==> src/rtl/global_static_tracker_if.sv <==
// Survivor-in / static-offset-out bundle between the state-update array and the branch-metric units.
// Source side (master) drives the beat fields; the tracker (slave) drives the result fields.
interface global_static_tracker_if #(
  parameter int B_WIDTH = 8,
  parameter int B_LEN   = 2,
  parameter int N_S     = 7
);
  localparam int IDX_W = (N_S > 1) ? $clog2(N_S) : 1;

  logic                                  in_valid;
  logic [N_S-1:0][2*B_WIDTH-1:0]         state_energies;
  logic [N_S-1:0][B_LEN-1:0][1:0]        state_histories;
  logic [B_LEN-1:0][B_WIDTH-1:0]         rse_vals;

  logic                                  out_valid;
  logic [B_LEN-1:0][1:0]                 decided_symbols;
  logic [B_LEN-1:0][B_WIDTH-1:0]         precomputed_static_val;
  logic [2*B_WIDTH-1:0]                  global_static_energy;
  logic [IDX_W-1:0]                      best_state_idx;
  logic                                  history_primed;

  modport master (
    output in_valid, state_energies, state_histories, rse_vals,
    input  out_valid, decided_symbols, precomputed_static_val,
           global_static_energy, best_state_idx, history_primed
  );

  modport slave (
    input  in_valid, state_energies, state_histories, rse_vals,
    output out_valid, decided_symbols, precomputed_static_val,
           global_static_energy, best_state_idx, history_primed
  );
endinterface

==> src/rtl/global_static_tracker.sv <==
// Min-energy survivor select -> decided-history shift -> channel convolution + rse (saturated); 3-cycle latency,
// no backpressure (a beat every cycle is accepted). Define GST_ENERGY_ACC_EN to add the acc_energy_o accumulator.
module global_static_tracker #(
  parameter int B_WIDTH   = 8,
  parameter int B_LEN     = 2,
  parameter int N_S       = 7,
  parameter int SH_DEPTH  = 18,
  parameter int EST_DEPTH = 30,
  parameter int EST_WIDTH = 8,
  parameter int CH_OFFSET = 10,
  parameter int SHIFT     = 1
) (
  input  logic                                  clk,
  input  logic                                  rst,
  input  logic                                  flush_i,
  input  logic [EST_DEPTH-1:0][EST_WIDTH-1:0]   est_channel_i,
  global_static_tracker_if.slave                bus
`ifdef GST_ENERGY_ACC_EN
  ,
  output logic [2*B_WIDTH+8-1:0]                acc_energy_o
`endif
);

  localparam int EW        = 2 * B_WIDTH;
  localparam int IDX_W     = (N_S > 1) ? $clog2(N_S) : 1;
  localparam int PRIME_MAX = (SH_DEPTH + B_LEN - 1) / B_LEN;
  localparam int CNT_W     = $clog2(PRIME_MAX + 1);
  localparam int PROD_W    = EST_WIDTH + 2;
  localparam int SUM_W     = PROD_W + $clog2(SH_DEPTH) + 1;
  localparam int RES_W     = ((SUM_W > B_WIDTH) ? SUM_W : B_WIDTH) + 1;

  localparam logic signed [RES_W-1:0] SAT_HI = RES_W'(2 ** (B_WIDTH - 1) - 1);
  localparam logic signed [RES_W-1:0] SAT_LO = ~SAT_HI;

  typedef logic [B_LEN-1:0][1:0]         sym_vec_t;
  typedef logic [B_LEN-1:0][B_WIDTH-1:0] val_vec_t;

  typedef struct packed {
    logic [IDX_W-1:0] idx;
    logic [EW-1:0]    energy;
    val_vec_t         rse;
  } meta_t;

  logic                     v1_q, v1_d, v2_q, v2_d, ov_q, ov_d;
  meta_t                    s1_q, s1_d, s2_q, s2_d;
  sym_vec_t                 best_hist_q, best_hist_d;
  logic [SH_DEPTH-1:0][1:0] hist_q, hist_d;
  logic [CNT_W-1:0]         cnt_q, cnt_d;
  logic                     primed_q, primed_d;
  sym_vec_t                 dec_q, dec_d;
  val_vec_t                 stat_q, stat_d;
  logic [EW-1:0]            energy_q, energy_d;
  logic [IDX_W-1:0]         idx_q, idx_d;

  logic [IDX_W-1:0]         min_idx;
  logic [EW-1:0]            min_e;
  val_vec_t                 stat_calc;
  logic signed [PROD_W-1:0] prod;
  logic signed [SUM_W-1:0]  sum;
  logic signed [RES_W-1:0]  res;

  // Strict less-than keeps the lowest index on equal energies.
  always_comb begin
    min_idx = '0;
    min_e   = bus.state_energies[0];
    for (int s = 1; s < N_S; s++) begin
      if (bus.state_energies[s] < min_e) begin
        min_e   = bus.state_energies[s];
        min_idx = IDX_W'(s);
      end
    end
  end

  // History taps line up with est_channel starting at CH_OFFSET, offset by branch j.
  always_comb begin
    stat_calc = '0;
    prod      = '0;
    sum       = '0;
    res       = '0;
    for (int j = 0; j < B_LEN; j++) begin
      sum = '0;
      for (int k = 0; k < SH_DEPTH; k++) begin
        prod = PROD_W'($signed(hist_q[k])) *
               PROD_W'($signed(est_channel_i[CH_OFFSET + j + k]));
        sum  = sum + SUM_W'(prod);
      end
      res = RES_W'(sum >>> SHIFT) + RES_W'($signed(s2_q.rse[j]));
      if (res > SAT_HI) begin
        stat_calc[j] = SAT_HI[B_WIDTH-1:0];
      end else if (res < SAT_LO) begin
        stat_calc[j] = SAT_LO[B_WIDTH-1:0];
      end else begin
        stat_calc[j] = res[B_WIDTH-1:0];
      end
    end
  end

  always_comb begin
    v1_d        = bus.in_valid;
    s1_d        = s1_q;
    best_hist_d = best_hist_q;
    v2_d        = v1_q;
    s2_d        = s2_q;
    hist_d      = hist_q;
    cnt_d       = cnt_q;
    ov_d        = v2_q;
    dec_d       = dec_q;
    stat_d      = stat_q;
    energy_d    = energy_q;
    idx_d       = idx_q;
    primed_d    = primed_q;

    if (bus.in_valid) begin
      s1_d.idx    = min_idx;
      s1_d.energy = min_e;
      s1_d.rse    = bus.rse_vals;
      best_hist_d = bus.state_histories[min_idx];
    end

    if (v1_q) begin
      s2_d = s1_q;
      for (int k = SH_DEPTH - 1; k >= B_LEN; k--) begin
        hist_d[k] = hist_q[k - B_LEN];
      end
      for (int b = 0; b < B_LEN; b++) begin
        hist_d[b] = best_hist_q[b];
      end
      if (cnt_q != CNT_W'(PRIME_MAX)) begin
        cnt_d = cnt_q + 1'b1;
      end
    end

    // Outputs only move on a valid beat; gaps leave the last result visible.
    if (v2_q) begin
      dec_d    = hist_q[B_LEN-1:0];
      stat_d   = stat_calc;
      energy_d = s2_q.energy;
      idx_d    = s2_q.idx;
      primed_d = (cnt_q == CNT_W'(PRIME_MAX));
    end
  end

  always_ff @(posedge clk) begin
    if (rst || flush_i) begin
      v1_q        <= 1'b0;
      v2_q        <= 1'b0;
      ov_q        <= 1'b0;
      s1_q        <= '0;
      s2_q        <= '0;
      best_hist_q <= '0;
      hist_q      <= '0;
      cnt_q       <= '0;
      primed_q    <= 1'b0;
      dec_q       <= '0;
      stat_q      <= '0;
      energy_q    <= '0;
      idx_q       <= '0;
    end else begin
      v1_q        <= v1_d;
      v2_q        <= v2_d;
      ov_q        <= ov_d;
      s1_q        <= s1_d;
      s2_q        <= s2_d;
      best_hist_q <= best_hist_d;
      hist_q      <= hist_d;
      cnt_q       <= cnt_d;
      primed_q    <= primed_d;
      dec_q       <= dec_d;
      stat_q      <= stat_d;
      energy_q    <= energy_d;
      idx_q       <= idx_d;
    end
  end

  assign bus.out_valid              = ov_q;
  assign bus.decided_symbols        = dec_q;
  assign bus.precomputed_static_val = stat_q;
  assign bus.global_static_energy   = energy_q;
  assign bus.best_state_idx         = idx_q;
  assign bus.history_primed         = primed_q;

`ifdef GST_ENERGY_ACC_EN
  localparam int AW = EW + 8;

  logic [AW-1:0] acc_q, acc_d;
  logic [AW:0]   acc_sum;

  always_comb begin
    acc_d   = acc_q;
    acc_sum = {1'b0, acc_q} + (AW + 1)'(s2_q.energy);
    if (v2_q) begin
      acc_d = acc_sum[AW] ? {AW{1'b1}} : acc_sum[AW-1:0];
    end
  end

  always_ff @(posedge clk) begin
    if (rst || flush_i) begin
      acc_q <= '0;
    end else begin
      acc_q <= acc_d;
    end
  end

  assign acc_energy_o = acc_q;
`endif

endmodule

==> src/flat_wrapper.sv <==
// flat-port wrapper written by rule: the top's interface ports become plain ports
module global_static_tracker_flat 
#(
  parameter int B_WIDTH   = 8,
  parameter int B_LEN     = 2,
  parameter int N_S       = 7,
  parameter int SH_DEPTH  = 18,
  parameter int EST_DEPTH = 30,
  parameter int EST_WIDTH = 8,
  parameter int CH_OFFSET = 10,
  parameter int SHIFT     = 1
)
  (clk, rst, flush_i, est_channel_i, bus_in_valid, bus_state_energies, bus_state_histories, bus_rse_vals, bus_out_valid, bus_decided_symbols, bus_precomputed_static_val, bus_global_static_energy, bus_best_state_idx, bus_history_primed);
  global_static_tracker_if #(.B_WIDTH(B_WIDTH), .B_LEN(B_LEN), .N_S(N_S)) bus_i ();
  input  logic clk;
  input  logic rst;
  input  logic flush_i;
  input  logic [EST_DEPTH-1:0][EST_WIDTH-1:0] est_channel_i;
  input wire logic [$bits(bus_i.in_valid)-1:0] bus_in_valid;
  input wire logic [$bits(bus_i.state_energies)-1:0] bus_state_energies;
  input wire logic [$bits(bus_i.state_histories)-1:0] bus_state_histories;
  input wire logic [$bits(bus_i.rse_vals)-1:0] bus_rse_vals;
  output wire logic [$bits(bus_i.out_valid)-1:0] bus_out_valid;
  output wire logic [$bits(bus_i.decided_symbols)-1:0] bus_decided_symbols;
  output wire logic [$bits(bus_i.precomputed_static_val)-1:0] bus_precomputed_static_val;
  output wire logic [$bits(bus_i.global_static_energy)-1:0] bus_global_static_energy;
  output wire logic [$bits(bus_i.best_state_idx)-1:0] bus_best_state_idx;
  output wire logic [$bits(bus_i.history_primed)-1:0] bus_history_primed;
  assign bus_i.in_valid = bus_in_valid;
  assign bus_i.state_energies = bus_state_energies;
  assign bus_i.state_histories = bus_state_histories;
  assign bus_i.rse_vals = bus_rse_vals;
  assign bus_out_valid = bus_i.out_valid;
  assign bus_decided_symbols = bus_i.decided_symbols;
  assign bus_precomputed_static_val = bus_i.precomputed_static_val;
  assign bus_global_static_energy = bus_i.global_static_energy;
  assign bus_best_state_idx = bus_i.best_state_idx;
  assign bus_history_primed = bus_i.history_primed;
  global_static_tracker #(.B_WIDTH(B_WIDTH), .B_LEN(B_LEN), .N_S(N_S), .SH_DEPTH(SH_DEPTH), .EST_DEPTH(EST_DEPTH), .EST_WIDTH(EST_WIDTH), .CH_OFFSET(CH_OFFSET), .SHIFT(SHIFT)) u_core (.clk(clk), .rst(rst), .flush_i(flush_i), .est_channel_i(est_channel_i), .bus(bus_i));
endmodule
==> config.mk <==
export PLATFORM = sky130hd
export DESIGN_NAME = global_static_tracker_flat
export DESIGN_NICKNAME = d
export VERILOG_FILES = /design/src/rtl/global_static_tracker_if.sv /design/src/rtl/global_static_tracker.sv /design/src/flat_wrapper.sv
export SDC_FILE = /design/constraint.sdc
export NUM_CORES = 2
export LEC_CHECK = 0
export CAP_MARGIN = 20
export CORE_ASPECT_RATIO = 0.8
export CORE_UTILIZATION = 52
export DETAILED_ROUTE_END_ITERATION = 10
export PLACE_DENSITY_LB_ADDON = 0.3
export SLEW_MARGIN = 10
export SYNTH_ARGS = -nofsm -noshare
export SYNTH_HDL_FRONTEND = slang
export SYNTH_SLANG_ARGS = --single-unit
==> constraint.sdc <==
create_clock -name clk -period 16.9 [get_ports clk]
set_input_delay 3.38 -clock clk [delete_from_list [all_inputs] [get_ports clk]]
set_output_delay 3.38 -clock clk [all_outputs]
set_load 0.01 [all_outputs]
==> flow_metrics.py <==
metrics = {
    "status": {
        "outcome": "finished, final reports clean",
    },
    "layout": {
        "fin_cells": 4587,
        "mostFrequentLayoutCell": "inv_1",
        "areaGrowthSynthToFinish_pct": 17.3,
        "nets": 5052,
        "mostFrequentLayoutCells": "inv_1, fa_1, clkdlybuf4s50_1",
        "final_area_sq_um": 36900,
        "drive_gt1_share_pct": 4.16,
        "fillers": 5068,
    },
    "cts": {
        "cts_htree_levels": 4,
        "clock_sinks": 157,
        "cts_resized": 0,
        "cts_setup_buffers": 0,
        "cts_max_path_buffers": 2,
        "cts_tree": "done",
        "root_buffer": "clkbuf_16",
        "clk_latency_ns": 0.45,
        "path_clk_slew_ns": 0.07,
        "cts_hold_buf": 0,
        "cts_buffers": 17,
    },
    "detailed_routing": {
        "wl_per_cell_um": 19.4,
        "routed_wl_um": 88900,
        "vias_per_cell": 5.22,
        "dr.pass1.iters": 5,
        "route.detailed.drc": 0,
        "vias": 24000,
        "ant_nets": 0,
        "initialDrtViolationCount": 1811,
    },
    "run": {
        "drv_cap": 0,
    },
    "worst_setup_path": {
        "path_common_cell": "a21oi_1",
        "worstPathArrival_ns": 16.12,
        "critPathMaxStageDelay_ns": 0.50,
        "worstSetupStartpointType": "input pin",
        "path_class": "in -> reg",
        "worst_path_max_delay_cell": "clkdlybuf4s50_1",
        "worst_setup_path_end_kind": "flop",
        "required_ns": 17.24,
        "crit_fanout": 16,
    },
    "sta": {
        "slew-limit-headroom_pct": 31.7,
        "final.setup_skew_ns": 0.0194,
        "min_period_ns": 15.78,
        "finalSetupTns_ns": 0,
        "worstMarginPinSlew_ns": 1.02,
        "min_period_over_period_pct": 93.4,
        "finalHoldViolations": 0,
        "fmax_mhz": 63.4,
        "setup_viol": 0,
        "drv_slew": 0,
    },
    "yosys": {
        "syn-cell-area_sq_um": 31500,
        "synth_seq_cells": 157,
        "synth_top_family_by_area": "adder cells",
        "synthMuxAreaShare_pct": 5.06,
        "syn-num-nets": 4711,
        "synthSimpleGateAreaFrac_pct": 15.0,
        "syn_inst": 3445,
        "ys_warn_count": 0,
        "ys.flop_type": "dfxtp_1",
        "synth_area_per_cell_sq_um": 9.14,
        "synth-edff-count": 0,
        "synth.distinct_cells": 69,
        "synth-async-reset-ratio_pct": 0,
        "synth_fa_ha_area_share_pct": 49.9,
        "synth-compound-area-share_pct": 7.71,
        "synth_xor_area_share_pct": 2.17,
        "ys_seq_area_share_pct": 9.99,
    },
    "global_routing": {
        "grt_pass1_wl_um": 142000,
        "grt_start_max_net_pins": 71,
        "grt.total_usage_pct": 30.2,
        "grt_pass1_vias": 24800,
        "antenna_found_initial": 21,
        "overflow": 0,
    },
    "placement": {
        "dp_cells": 4545,
        "io_buffers": 352,
        "place_congestion": 0.921,
        "hpwlAfterDp_um": 77200,
        "placed_area_sq_um": 36200,
    },
    "power_and_ir_drop": {
        "power.density_nw_per_um2": 39.7,
        "power_w": 0.00147,
        "p_leak_nw": 16.2,
        "vdd_drop_max_uv": 64.4,
    },
    "floorplan": {
        "die_h_um": 222,
        "io_pins": 441,
        "dieWidth_um": 277,
        "row_count": 80,
        "dieArea_sq_um": 61500,
        "core_area_sq_um": 59800,
        "start_util_pct": 52.7,
    },
    "hold_path": {
        "hold_class": "reg -> reg",
    },
}
synth_stat cells (all sizes together) (17+ instances only):
| master | count | share of area, % |
|---|---|---|
| nor2 | 223 | 2.7 |
| nand2b | 220 | 4.4 |
| nand4 | 17 | 0.34 |
| a21oi | 116 | 1.8 |
| ha | 217 | 8.6 |
| o21ai | 127 | 2.0 |
| and2 | 122 | 2.4 |
| dfxtp | 157 | 10 |
| nand2 | 260 | 3.1 |
| fa | 649 | 41 |
| a211oi | 17 | 0.41 |
| nor2b | 49 | 0.97 |
| o21a | 17 | 0.41 |
| mux2i | 145 | 4.6 |
| o21bai | 31 | 0.74 |
| xor2 | 17 | 0.47 |
| a21o | 20 | 0.48 |
| xnor2 | 61 | 1.7 |
| buf | 17 | 0.28 |
| clkbuf | 96 | 1.1 |
| inv | 728 | 8.7 |
cell families (layout without fill, tap and decap cells):
family | Yosys count | after routing
and+or+nand+nor | 948 | 948
AOI/OAI and AO/OA | 397 | 397
DFF | 157 | 157
adders and majority gates | 866 | 866
muxes | 157 | 157
other | 0 | 9
xor gates and xnor gates | 78 | 78
buffers and inverters | 842 | 1196
worst max-delay path, delay by kind of cell:
family                   cells  cell delay, ns
AO/OA/AOI/OAI               31            5.51
multiplexers                 4            1.06
buffers and inverters       10            1.74
AND/OR/NAND/NOR             22            2.89
adder cells (fa/ha/maj)      6            1.56
layer usage:
metal / part of all wire (%) / GRT usage [%] / wire [um] / vias up
met5: 0.18 / 0 / 158 / -
met4: 2.2 / 7.13 / 1990 / 28
met3: 8.6 / 6.92 / 7670 / 122
met2: 45 / 46.1 / 39800 / 851
met1: 44 / 43.6 / 39300 / 11700
li1: - / - / - / 11200
layout make-up:
type | count | area [sq um] | share of cell area (%)
multi-input cells | 2446 | 25200 | 68.3
clock buffers | 20 | 467 | 1.26
inverters | 729 | 2740 | 7.41
diodes | 9 | 22.5 | 0.0610
flip-flops and latches | 157 | 3150 | 8.53
clock inverters | 12 | 145 | 0.393
well taps | 779 | 975 | 2.64
repair buffers | 435 | 4190 | 11.3
report_power, final:
group / switching (W) / internal [W]
Clock: 0.000180 / 0.000222
Sequential: 0.00000850 / 0.000380
Combinational: 0.000351 / 0.000325
Total: 0.000539 / 0.000926
per-stage QoR:
| step | setup slack, ns | utilization, % | hold slack, ns |
|---|---|---|---|
| floorplan | 0.129 | - | 0.426 |
| global placement | 0.186 | 60.6 | 0.443 |
| detailed placement | 0.0743 | 60.6 | 0.445 |
| CTS | 0.507 | 61.6 | 0.453 |
| global route | -0.0110 | 61.7 | 0.466 |
| finish | 1.12 | 61.8 | 0.449 |
state kept, by name, indices dropped and copies added (netlist names), 3 cells and up:
register / cells
u_core.best_hist_q: 4
u_core.s1_q: 35
u_core.s2_q: 35
u_core.bus.global_static_energy: 16
u_core.bus.best_state_idx: 3
u_core.cnt_q: 4
u_core.bus.precomputed_static_val: 16
u_core.hist_q: 36
u_core.bus.decided_symbols: 4
worst paths after layout:
check | startpoint | to | slack [ns] | cells after the start
setup / recovery | bus_state_energies[6] | u_core.best_hist_q[0] | 1.12 | 73
hold / removal | u_core.s1_q[17] | u_core.s1_q[17] | 0.45 | 2
setup reg to reg | u_core.hist_q[1] | u_core.bus.precomputed_static_val[6] | 3.83 | 44
hold reg to reg | u_core.s1_q[17] | u_core.s1_q[17] | 0.45 | 2
Power figures use the tool's default switching activity.
